$ cat config.mk
export PLATFORM = sky130hd
export DESIGN_NAME = axis_track_ctrl
export DESIGN_NICKNAME = d
export VERILOG_FILES = /design/src/rtl/axis_track_pkg.sv /design/src/rtl/axis_track_fsm.sv /design/src/rtl/axis_track_ctrl.sv
export SDC_FILE = /design/constraint.sdc
export NUM_CORES = 1
export LEC_CHECK = 0
export CORE_MARGIN = 2
export CORE_UTILIZATION = 35
export DETAILED_ROUTE_END_ITERATION = 8
export GPL_TIMING_DRIVEN = 0
export SYNTH_ARGS = -nofsm -noshare
export SYNTH_HDL_FRONTEND = slang
export SYNTH_SLANG_ARGS = --single-unit
$ cat constraint.sdc
create_clock -name clk -period 5.45 [get_ports clk]
set_input_delay 0.8175 -clock clk [delete_from_list [all_inputs] [get_ports clk]]
set_output_delay 0.8175 -clock clk [all_outputs]
set_load 0.05 [all_outputs]
$ cat src/rtl/axis_track_pkg.sv
// axis_track_pkg: shared state, direction and speed-code encodings for the axis tracking controller.
package axis_track_pkg;
  typedef enum logic [2:0] {IDLE, EVAL, DEAD, DRIVE, FAULT} state_t;
  typedef enum logic [1:0] {DIR_NONE, DIR_POS, DIR_NEG} dir_t;
  localparam logic [1:0] SPD_STOP = 2'b00;
  localparam logic [1:0] SPD_SLOW = 2'b01;
  localparam logic [1:0] SPD_FAST = 2'b10;
endpackage

$ cat src/rtl/axis_track_fsm.sv
// axis_track_fsm: one axis (error, deadband, reversal gap, timed burst); TRACK_TIMEOUT_EN adds the burst-limit fault.
module axis_track_fsm
  import axis_track_pkg::*;
#(
  parameter int DATA_W     = 16,
  parameter int DEADBAND   = 4,
  parameter int FAST_THR   = 20,
  parameter int DRIVE_CYC  = 8,
  parameter int DEAD_CYC   = 3,
  parameter int MAX_BURSTS = 3
) (
  input  logic              clk,
  input  logic              rst,
  input  logic              start_i,
  input  logic              clr_i,
  input  logic              auto_i,
  input  logic [DATA_W-1:0] sens_a_i,
  input  logic [DATA_W-1:0] sens_b_i,
  input  logic [DATA_W-1:0] target_i,
  input  logic [DATA_W-1:0] actual_i,
  output logic [1:0]        drv_pos_o,
  output logic [1:0]        drv_neg_o,
  output logic              done_o,
  output logic              fault_o,
  output logic              ready_o
);
  localparam int CW = $clog2((DRIVE_CYC > DEAD_CYC ? DRIVE_CYC : DEAD_CYC) + 1);
  state_t            state_q, state_d;
  dir_t              dir_q, dir_d, last_q, last_d, new_dir;
  logic [DATA_W-1:0] a_q, a_d, b_q, b_d;
  logic [CW-1:0]     cnt_q, cnt_d;
  logic [1:0]        spd_q, spd_d;
  logic              done_q, done_d;
  logic [DATA_W:0]   err, mag;
  logic              rev, quiet, over;
`ifdef TRACK_TIMEOUT_EN
  localparam int BW = $clog2(MAX_BURSTS + 2);
  logic [BW-1:0] burst_q, burst_d;
  assign over    = burst_q >= BW'(MAX_BURSTS);
  assign fault_o = state_q == FAULT;
  always_comb
    burst_d = (state_q == FAULT && clr_i) ? '0 :
              state_q != EVAL ? burst_q :
              quiet ? '0 : rev ? BW'(1) : over ? burst_q : burst_q + 1'b1;
  always_ff @(posedge clk or negedge rst)
    if (!rst) burst_q <= '0;
    else burst_q <= burst_d;
`else
  logic unused_max;
  assign unused_max = ^MAX_BURSTS;
  assign over       = 1'b0;
  assign fault_o    = 1'b0;
`endif
  always_comb begin
    err     = {1'b0, a_q} - {1'b0, b_q};
    mag     = err[DATA_W] ? -err : err;
    new_dir = err[DATA_W] ? DIR_NEG : DIR_POS;
    rev     = last_q != DIR_NONE && last_q != new_dir;
    quiet   = mag <= (DATA_W+1)'(DEADBAND);
    state_d = state_q;
    dir_d   = dir_q;
    last_d  = last_q;
    a_d     = a_q;
    b_d     = b_q;
    cnt_d   = cnt_q;
    spd_d   = spd_q;
    done_d  = 1'b0;
    case (state_q)
      IDLE: if (start_i) begin
        state_d = EVAL;
        a_d     = auto_i ? sens_a_i : target_i;
        b_d     = auto_i ? sens_b_i : actual_i;
      end
      EVAL: begin
        dir_d = new_dir;
        spd_d = mag > (DATA_W+1)'(FAST_THR) ? SPD_FAST : SPD_SLOW;
        if (quiet) begin
          state_d = IDLE;
          done_d  = 1'b1;
          last_d  = DIR_NONE;
        end else if (rev) begin
          state_d = DEAD;
          cnt_d   = CW'(DEAD_CYC - 1);
        end else if (over) begin
          state_d = FAULT;
          done_d  = 1'b1;
        end else begin
          state_d = DRIVE;
          cnt_d   = CW'(DRIVE_CYC - 1);
          last_d  = new_dir;
        end
      end
      DEAD: if (cnt_q == '0) begin
        state_d = DRIVE;
        cnt_d   = CW'(DRIVE_CYC - 1);
        last_d  = dir_q;
      end else cnt_d = cnt_q - 1'b1;
      DRIVE: if (cnt_q == '0) begin
        state_d = IDLE;
        done_d  = 1'b1;
      end else cnt_d = cnt_q - 1'b1;
      FAULT: if (clr_i) state_d = IDLE;
      default: state_d = IDLE;
    endcase
  end
  always_ff @(posedge clk or negedge rst)
    if (!rst) begin
      state_q <= IDLE;
      dir_q   <= DIR_NONE;
      last_q  <= DIR_NONE;
      a_q     <= '0;
      b_q     <= '0;
      cnt_q   <= '0;
      spd_q   <= SPD_STOP;
      done_q  <= 1'b0;
    end else begin
      state_q <= state_d;
      dir_q   <= dir_d;
      last_q  <= last_d;
      a_q     <= a_d;
      b_q     <= b_d;
      cnt_q   <= cnt_d;
      spd_q   <= spd_d;
      done_q  <= done_d;
    end
  assign drv_pos_o = (state_q == DRIVE && dir_q == DIR_POS) ? spd_q : SPD_STOP;
  assign drv_neg_o = (state_q == DRIVE && dir_q == DIR_NEG) ? spd_q : SPD_STOP;
  assign done_o    = done_q;
  assign ready_o   = state_q == IDLE || state_q == FAULT;
endmodule

$ cat src/rtl/axis_track_ctrl.sv
// axis_track_ctrl: NUM_AXES tracking controller (handshake, ready reduction, bus slicing); TRACK_TIMEOUT_EN enables fault/fault_clr.
module axis_track_ctrl
  import axis_track_pkg::*;
#(
  parameter int NUM_AXES   = 2,
  parameter int DATA_W     = 16,
  parameter int DEADBAND   = 4,
  parameter int FAST_THR   = 20,
  parameter int DRIVE_CYC  = 8,
  parameter int DEAD_CYC   = 3,
  parameter int MAX_BURSTS = 3
) (
  input  logic                       clk,
  input  logic                       rst,
  input  logic                       sample_valid,
  output logic                       sample_ready,
  input  logic [NUM_AXES-1:0]        auto_mode,
  input  logic [NUM_AXES*DATA_W-1:0] sens_a,
  input  logic [NUM_AXES*DATA_W-1:0] sens_b,
  input  logic [NUM_AXES*DATA_W-1:0] target,
  input  logic [NUM_AXES*DATA_W-1:0] actual,
  input  logic                       fault_clr,
  output logic [2*NUM_AXES-1:0]      drv_pos,
  output logic [2*NUM_AXES-1:0]      drv_neg,
  output logic [NUM_AXES-1:0]        done,
  output logic [NUM_AXES-1:0]        fault
);
  logic [NUM_AXES-1:0] ready;
  logic                clr, accept;
`ifdef TRACK_TIMEOUT_EN
  assign clr = fault_clr;
`else
  logic unused_clr;
  assign unused_clr = fault_clr;
  assign clr        = 1'b0;
`endif
  assign sample_ready = &ready;
  // a clear takes priority; the pending sample is accepted on a later edge
  assign accept = sample_valid & sample_ready & ~clr;
  for (genvar i = 0; i < NUM_AXES; i++) begin : g_axis
    axis_track_fsm #(
      .DATA_W(DATA_W), .DEADBAND(DEADBAND), .FAST_THR(FAST_THR),
      .DRIVE_CYC(DRIVE_CYC), .DEAD_CYC(DEAD_CYC), .MAX_BURSTS(MAX_BURSTS)
    ) u_fsm (
      .clk(clk),
      .rst(rst),
      .start_i(accept),
      .clr_i(clr),
      .auto_i(auto_mode[i]),
      .sens_a_i(sens_a[i*DATA_W +: DATA_W]),
      .sens_b_i(sens_b[i*DATA_W +: DATA_W]),
      .target_i(target[i*DATA_W +: DATA_W]),
      .actual_i(actual[i*DATA_W +: DATA_W]),
      .drv_pos_o(drv_pos[2*i +: 2]),
      .drv_neg_o(drv_neg[2*i +: 2]),
      .done_o(done[i]),
      .fault_o(fault[i]),
      .ready_o(ready[i])
    );
  end
endmodule

==> results.cfg, run 1 <==
[outcome]
run_status = complete, no violations

[setup_path]
cp-end-kind = flop
path_class = reg2reg
cp_data_arrival_time_ns = 4.52
regToRegSetupSlack_ns = 1.19
required_ns = 5.71
reg2regPathDepth = 13
startpoint_type = flop
crit_start = g_axis[0].u_fsm.b_q[1]$_DFFE_PN0P_
cp_max_fo = 9
r2r-start = g_axis[0].u_fsm.b_q[1]$_DFFE_PN0P_
cp-endpoint = g_axis[0].u_fsm.last_q[0]$_DFFE_PN0P_
r2r-end = g_axis[0].u_fsm.last_q[0]$_DFFE_PN0P_

[timing]
setup_viol = 0
fin_skew_ns = 0.0151
holdWs_ns = 0.373
fmax_mhz = 235
finalCritPeriodShare_pct = 78.2
slew_violations = 0
rsz0062_at_grt = no
timing.slew.headroom_pct = 41.0
worst_slew_pin_slew_ns = 0.885
final.min_clock_period_ns = 4.26
worst_slack_ns = 1.19
finalSetupTns_ns = 0
finalHoldViolations = 0

[synth]
synthAdderAreaFrac_pct = 8.03
async_flop_share_pct = 100
synthSimpleGateAreaFrac_pct = 18.6
synth-xor-area-share_pct = 2.40
synth_ff_type = dfrtp_1
synthesis.area_sq_mm = 0.00766
synth-edff-count = 0
synth.area.mux_share_pct = 9.75
ys_ff_latch = 90
syn_inst = 932
yosysSeqAreaShare_pct = 29.4
synth_top_family_by_area = compound AO/OA/AOI/OAI gates
synth.avg_cell_area_sq_um = 8.22
synth-compound-area-share_pct = 26.2
yosysUniqueCellTypes = 86
ys_warn_count = 0

[clock_tree]
cts_max_level = 3
cts-root-buf = clkbuf_16
cts_buffer_depth = 2
cts_resized = 0
numCtsBuffers = 9
clk_pin_slew_worst_paths_ns = 0.08
clock_latency_ns = 0.36
postCtsSetupBuffers = 0
cts_tree = yes
hold_buffers = 0
cts.sinks = 90

[floorplanning]
die_w_um = 152
rows = 54
start_util_pct = 35.3
coreArea_sq_mm = 0.0217
die_y_um = 152
dieArea_sq_mm = 0.0231
ioPinCount = 147

[grt]
grt_pass1_wl_um = 35000
grt_pass1_vias = 7168
antenna_found_initial = 0
grt-ovfl-total = 0
grt_max_degree = 63
grt_usage_pct = 18.3

[job]
maxCapViolations = 0

[final_layout]
diodes = 0
layout_common_cells = clkdlybuf4s50_1, nand2_1, o21ai_0
final_nets = 1268
area_delta_synth_final_pct = 27.4
layout-drive-gt1-share_pct = 4.77
register_area_sq_mm = 0.00225
multi_input_area_sq_mm = 0.00499
final_core_util_pct = 45.0
final_common_cell = clkdlybuf4s50_1
fill_cells = 2216

[routing]
drt-initial-drc-count = 437
vias_per_cell = 5.34
routed_wl_um = 21200
routedWlPerCell_um = 15.5
first_pass_iters = 5
vias = 7315
drcViolationCount = 0
drtAntennaViolNets = 0

[hold_path]
hold_path_class = in2async

[pwr]
total_leakage_power_nw = 4.26
vdd_ir_drop_max_v = 0.000275
powerDensity_mw_per_mm2 = 720

[placement]
portBuffers = 141
hpwlAfterDp_um = 16900
pre_cts_ws_ns = 1.25
gp_congestion = 0.855
## final cells by class
class                   count  share of cell area (%)
clock inverters             7                   0.833
multi-input cells         738                    51.1
clock buffers               9                    2.31
plain buffers              47                    2.15
repair buffers            142                    14.7
inverters                  58                    2.23
well taps                 280                    3.59
flip-flops and latches     90                    23.1
## stage by stage
step / power, mW / instance area, sq um / cells
after floorplan: 5.14 / 7670 / 933
after global placement: 6.26 / 9430 / 1354
after detailed placement: 6.32 / 9460 / 1355
after CTS: 7.00 / 9760 / 1371
after global routing: 7.74 / 9760 / 1371
final: 7.03 / 9760 / 1371
## synth_stat cells, types with 11 or more instances
master | instances | area (sq um)
clkbuf_1 | 37 | 139
xor2_1 | 13 | 114
a21o_1 | 12 | 90.1
nor3_1 | 19 | 95.1
or3_1 | 13 | 81.3
ha_1 | 46 | 576
dfrtp_1 | 90 | 2250
a21oi_1 | 59 | 295
inv_1 | 58 | 218
and2_1 | 12 | 75.1
o211ai_1 | 11 | 82.6
nand2_1 | 131 | 492
nor2_1 | 38 | 143
nand3_1 | 18 | 90.1
o21ai_0 | 108 | 541
mux2i_1 | 69 | 691
## state kept, by name, indices dropped and copies added (netlist names)
name	flops
g_axis.u_fsm.last_q	4
g_axis.u_fsm.done_o	2
g_axis.u_fsm.dir_q	4
g_axis.u_fsm.spd_q	4
g_axis.u_fsm.b_q	32
g_axis.u_fsm.a_q	32
g_axis.u_fsm.state_q	4
g_axis.u_fsm.cnt_q	8
## cells by family after synthesis
| kind of cell | after synthesis |
|---|---|
| xor+xnor | 21 |
| buf+inv | 105 |
| compound gates | 299 |
| flops | 90 |
| mux | 74 |
| other cells | 1 |
| simple gates | 294 |
| fa+ha+maj | 48 |
## per-layer routing
layer	track usage [%]	routed length (um)	vias up
li1	-	-	3713
met1	23.1	9660	3401
met2	31.9	10200	173
met3	3.42	873	28
met4	5.65	498	0
met5	0	0	-
## critical path: stages (launching register included)
cell       delay [ns]
dfrtp_1          0.40
inv_1            0.06
ha_1             0.30
nor2b_1          0.14
o2111ai_1        0.52
a21oi_1          0.34
or3_1            0.39
a21oi_1          0.31
o211ai_1         0.19
or4b_1           0.56
a31oi_4          0.26
nand3_4          0.14
a311o_1          0.35
o221ai_1         0.20
## power breakdown
group,switching [mW],total (mW),internal [mW]
Sequential,0.182,1.13,0.952
Combinational,3.25,5.25,1.99
Clock,0.318,0.645,0.327
Total,3.75,7.03,3.27
## worst min-delay path by stage
stage | from | endpoint | slack, ns | cells after the start
floorplan | g_axis[0].u_fsm.a_q[0]$_DFFE_PN0P_ | g_axis[0].u_fsm.a_q[0]$_DFFE_PN0P_ | 0.45 | 2
global placement | g_axis[1].u_fsm.a_q[0]$_DFFE_PN0P_ | g_axis[1].u_fsm.a_q[0]$_DFFE_PN0P_ | 0.46 | 2
CTS | rst | g_axis[1].u_fsm.b_q[12]$_DFFE_PN0P_ | 0.39 | 1
finish | rst | g_axis[1].u_fsm.b_q[12]$_DFFE_PN0P_ | 0.37 | 1
detailed placement | g_axis[0].u_fsm.spd_q[1]$_DFFE_PN0P_ | g_axis[0].u_fsm.spd_q[1]$_DFFE_PN0P_ | 0.47 | 1
global route | rst | g_axis[1].u_fsm.b_q[13]$_DFFE_PN0P_ | 0.40 | 1
Power figures use the tool's default switching activity.
==> run 2, diff against run 1 <==
==> constraint.sdc (replaced) <==
create_clock -name clk -period 4.1 [get_ports clk]
set_input_delay 0.615 -clock clk [delete_from_list [all_inputs] [get_ports clk]]
set_output_delay 0.615 -clock clk [all_outputs]
set_load 0.05 [all_outputs]
==> run 2 against run 1 <==
  * Routed wire length grew 0.85%
  * Worst hold slack worse by 0.20 ns
  * Via count grew 0.70%
  * Sequential share of layout area down 0.54 points
  * Largest power group unchanged
==> results.cfg, run 2 (same netlist as run 1, synthesis figures left out) <==
[outcome]
run_status = complete, no violations

[timing]
timing.slew.headroom_pct = 40.7
setup_viol = 0
holdWs_ns = 0.171
finalHoldViolations = 0
finalCritPeriodShare_pct = 96.2
fmax_mhz = 254
slew_violations = 0
worst_slew_pin_slew_ns = 0.889
fin_skew_ns = 0.0147
final.min_clock_period_ns = 3.94

[clock_tree]
cts.sinks = 90
clk_pin_slew_worst_paths_ns = 0.08
hold_buffers = 0
numCtsBuffers = 9
clock_latency_ns = 0.37
cts_tree = yes
cts_max_level = 3
cts-root-buf = clkbuf_16
cts_buffer_depth = 2

[setup_path]
cp_max_fo = 7
crit_top_cell = a311o_1
regToRegSetupSlack_ns = 0.16
timing.critical_path.buf_inv = 2
cp_top_family = compound AO/OA/AOI/OAI gates
cp_slowest_cell = or4_1
reg2regPathDepth = 14
startpoint_type = flop
required_ns = 4.36
r2r-start = g_axis[0].u_fsm.b_q[0]$_DFFE_PN0P_
path_cells = ha_1 > fa_2 > buf_4 > xor2_2 > and3_1 > clkbuf_1 > o2111ai_2 > nor3_2 > or4_1 > a311o_1 > a31oi_4 > nand3_4 > a311o_1 > o221ai_1
cpPeakStageDelay_ns = 0.51
r2r-end = g_axis[0].u_fsm.last_q[1]$_DFFE_PN0P_
cp-end-kind = flop
path_class = reg2reg
cp_data_arrival_time_ns = 4.20

[final_layout]
final_cells = 1373
layout_common_cells = clkdlybuf4s50_1, nand2_1, o21ai_0
final_nets = 1270
area_delta_synth_final_pct = 30.4
diodes = 0
layout-drive-gt1-share_pct = 7.87
final_core_util_pct = 46.1
fin_area_sq_mm = 0.0100
fill_cells = 2194
final_common_cell = clkdlybuf4s50_1
multi_input_area_sq_mm = 0.00520
reg.largest.list = g_axis.u_fsm.a_q: 32 flops, g_axis.u_fsm.b_q: 32 flops, g_axis.u_fsm.cnt_q: 8 flops
register_area_sq_mm = 0.00225

[pwr]
powerDensity_mw_per_mm2 = 980
vdd_ir_drop_max_v = 0.000388
total_leakage_power_nw = 4.31

[floorplanning]
ioPinCount = 147
die_w_um = 152
dieArea_sq_mm = 0.0231
coreArea_sq_mm = 0.0217
die_y_um = 152
start_util_pct = 35.3
rows = 54

[routing]
drcViolationCount = 0
routed_wl_um = 21400
first_pass_iters = 5
vias = 7366
drtAntennaViolNets = 0
vias_per_cell = 5.36
drt-initial-drc-count = 461
routedWlPerCell_um = 15.6

[placement]
portBuffers = 141
gp_congestion = 0.855
placed_cell_area_sq_mm = 0.00946
placed_cells = 1355
hpwlAfterDp_um = 16900

[grt]
grt_usage_pct = 18.4
grt_max_degree = 63
grt_pass1_vias = 7175
grt-ovfl-total = 0
antenna_found_initial = 0
grt_pass1_wl_um = 35000

[hold_path]
hold_path_class = in2async

[job]
maxCapViolations = 0
run 2: changes by cell type in the layout (fill, tap and decap cells not counted), sizes merged:
cell	delta
clkbuf	-1
buf	+3
run 2: cell type report:
cell class / instances / area share (%)
plain buffers: 46 / 2.09
clock inverters: 7 / 0.814
clock buffers: 9 / 2.25
well taps: 280 / 3.50
flip-flops and latches: 90 / 22.5
multi-input cells: 738 / 52.0
repair buffers: 145 / 14.6
inverters: 58 / 2.18
run 2: routing by layer:
layer	track usage, %	wire length (um)	up-vias
met2	32.1	10400	165
met3	3.42	861	28
met5	0	0	-
met4	5.65	525	0
met1	23.1	9630	3452
li1	-	-	3721
run 2: stage by stage:
stage          worst slack, ns  TNS [ns]  power [mW]
2_1_floorplan            0.431         0        6.84
3_3_place_gp             -1.11    -99.25        8.32
3_5_place_dp           -0.0963    -0.356        8.40
4_1_cts                 0.0182         0        9.35
5_1_grt                -0.0142   -0.0279        10.8
6_report                 0.157         0        9.79
run 2: how the worst max path moves through the flow:
stage / end / depth (start not counted) / from
3_3_place_gp: g_axis[0].u_fsm.b_q[1]$_DFFE_PN0P_ / 1 / rst
5_1_grt: g_axis[0].u_fsm.last_q[1]$_DFFE_PN0P_ / 14 / g_axis[0].u_fsm.b_q[2]$_DFFE_PN0P_
4_1_cts: g_axis[0].u_fsm.last_q[1]$_DFFE_PN0P_ / 13 / g_axis[0].u_fsm.b_q[0]$_DFFE_PN0P_
3_5_place_dp: g_axis[0].u_fsm.last_q[0]$_DFFE_PN0P_ / 13 / g_axis[0].u_fsm.b_q[1]$_DFFE_PN0P_
2_1_floorplan: g_axis[0].u_fsm.last_q[0]$_DFFE_PN0P_ / 13 / g_axis[0].u_fsm.b_q[0]$_DFFE_PN0P_
6_report: g_axis[0].u_fsm.last_q[1]$_DFFE_PN0P_ / 14 / g_axis[0].u_fsm.b_q[0]$_DFFE_PN0P_
run 2: report_power, final:
group,internal (mW),switching [mW],total (mW),leakage [nW]
clock,0.435,0.427,0.862,0.150
combinational,2.83,4.59,7.42,3.04
sequential,1.27,0.243,1.51,1.11
total,4.53,5.26,9.79,4.31
run 2: timing repair:
| action | CTS | global route |
|---|---|---|
| gates resized for setup | 4 | 39 |
| endpoints found under the hold margin | 0 | 0 |
| setup endpoints to repair | 8 | 16 |
| pin swaps | 0 | 9 |
| setup buffers | 0 | 3 |
run 2: worst register-to-register path: stages (launching register included):
cell	delay (ns)
dfrtp_1	0.39
ha_1	0.25
fa_2	0.41
buf_4	0.16
xor2_2	0.20
and3_1	0.21
clkbuf_1	0.17
o2111ai_2	0.13
nor3_2	0.10
or4_1	0.51
a311o_1	0.42
a31oi_4	0.24
nand3_4	0.14
a311o_1	0.33
o221ai_1	0.20
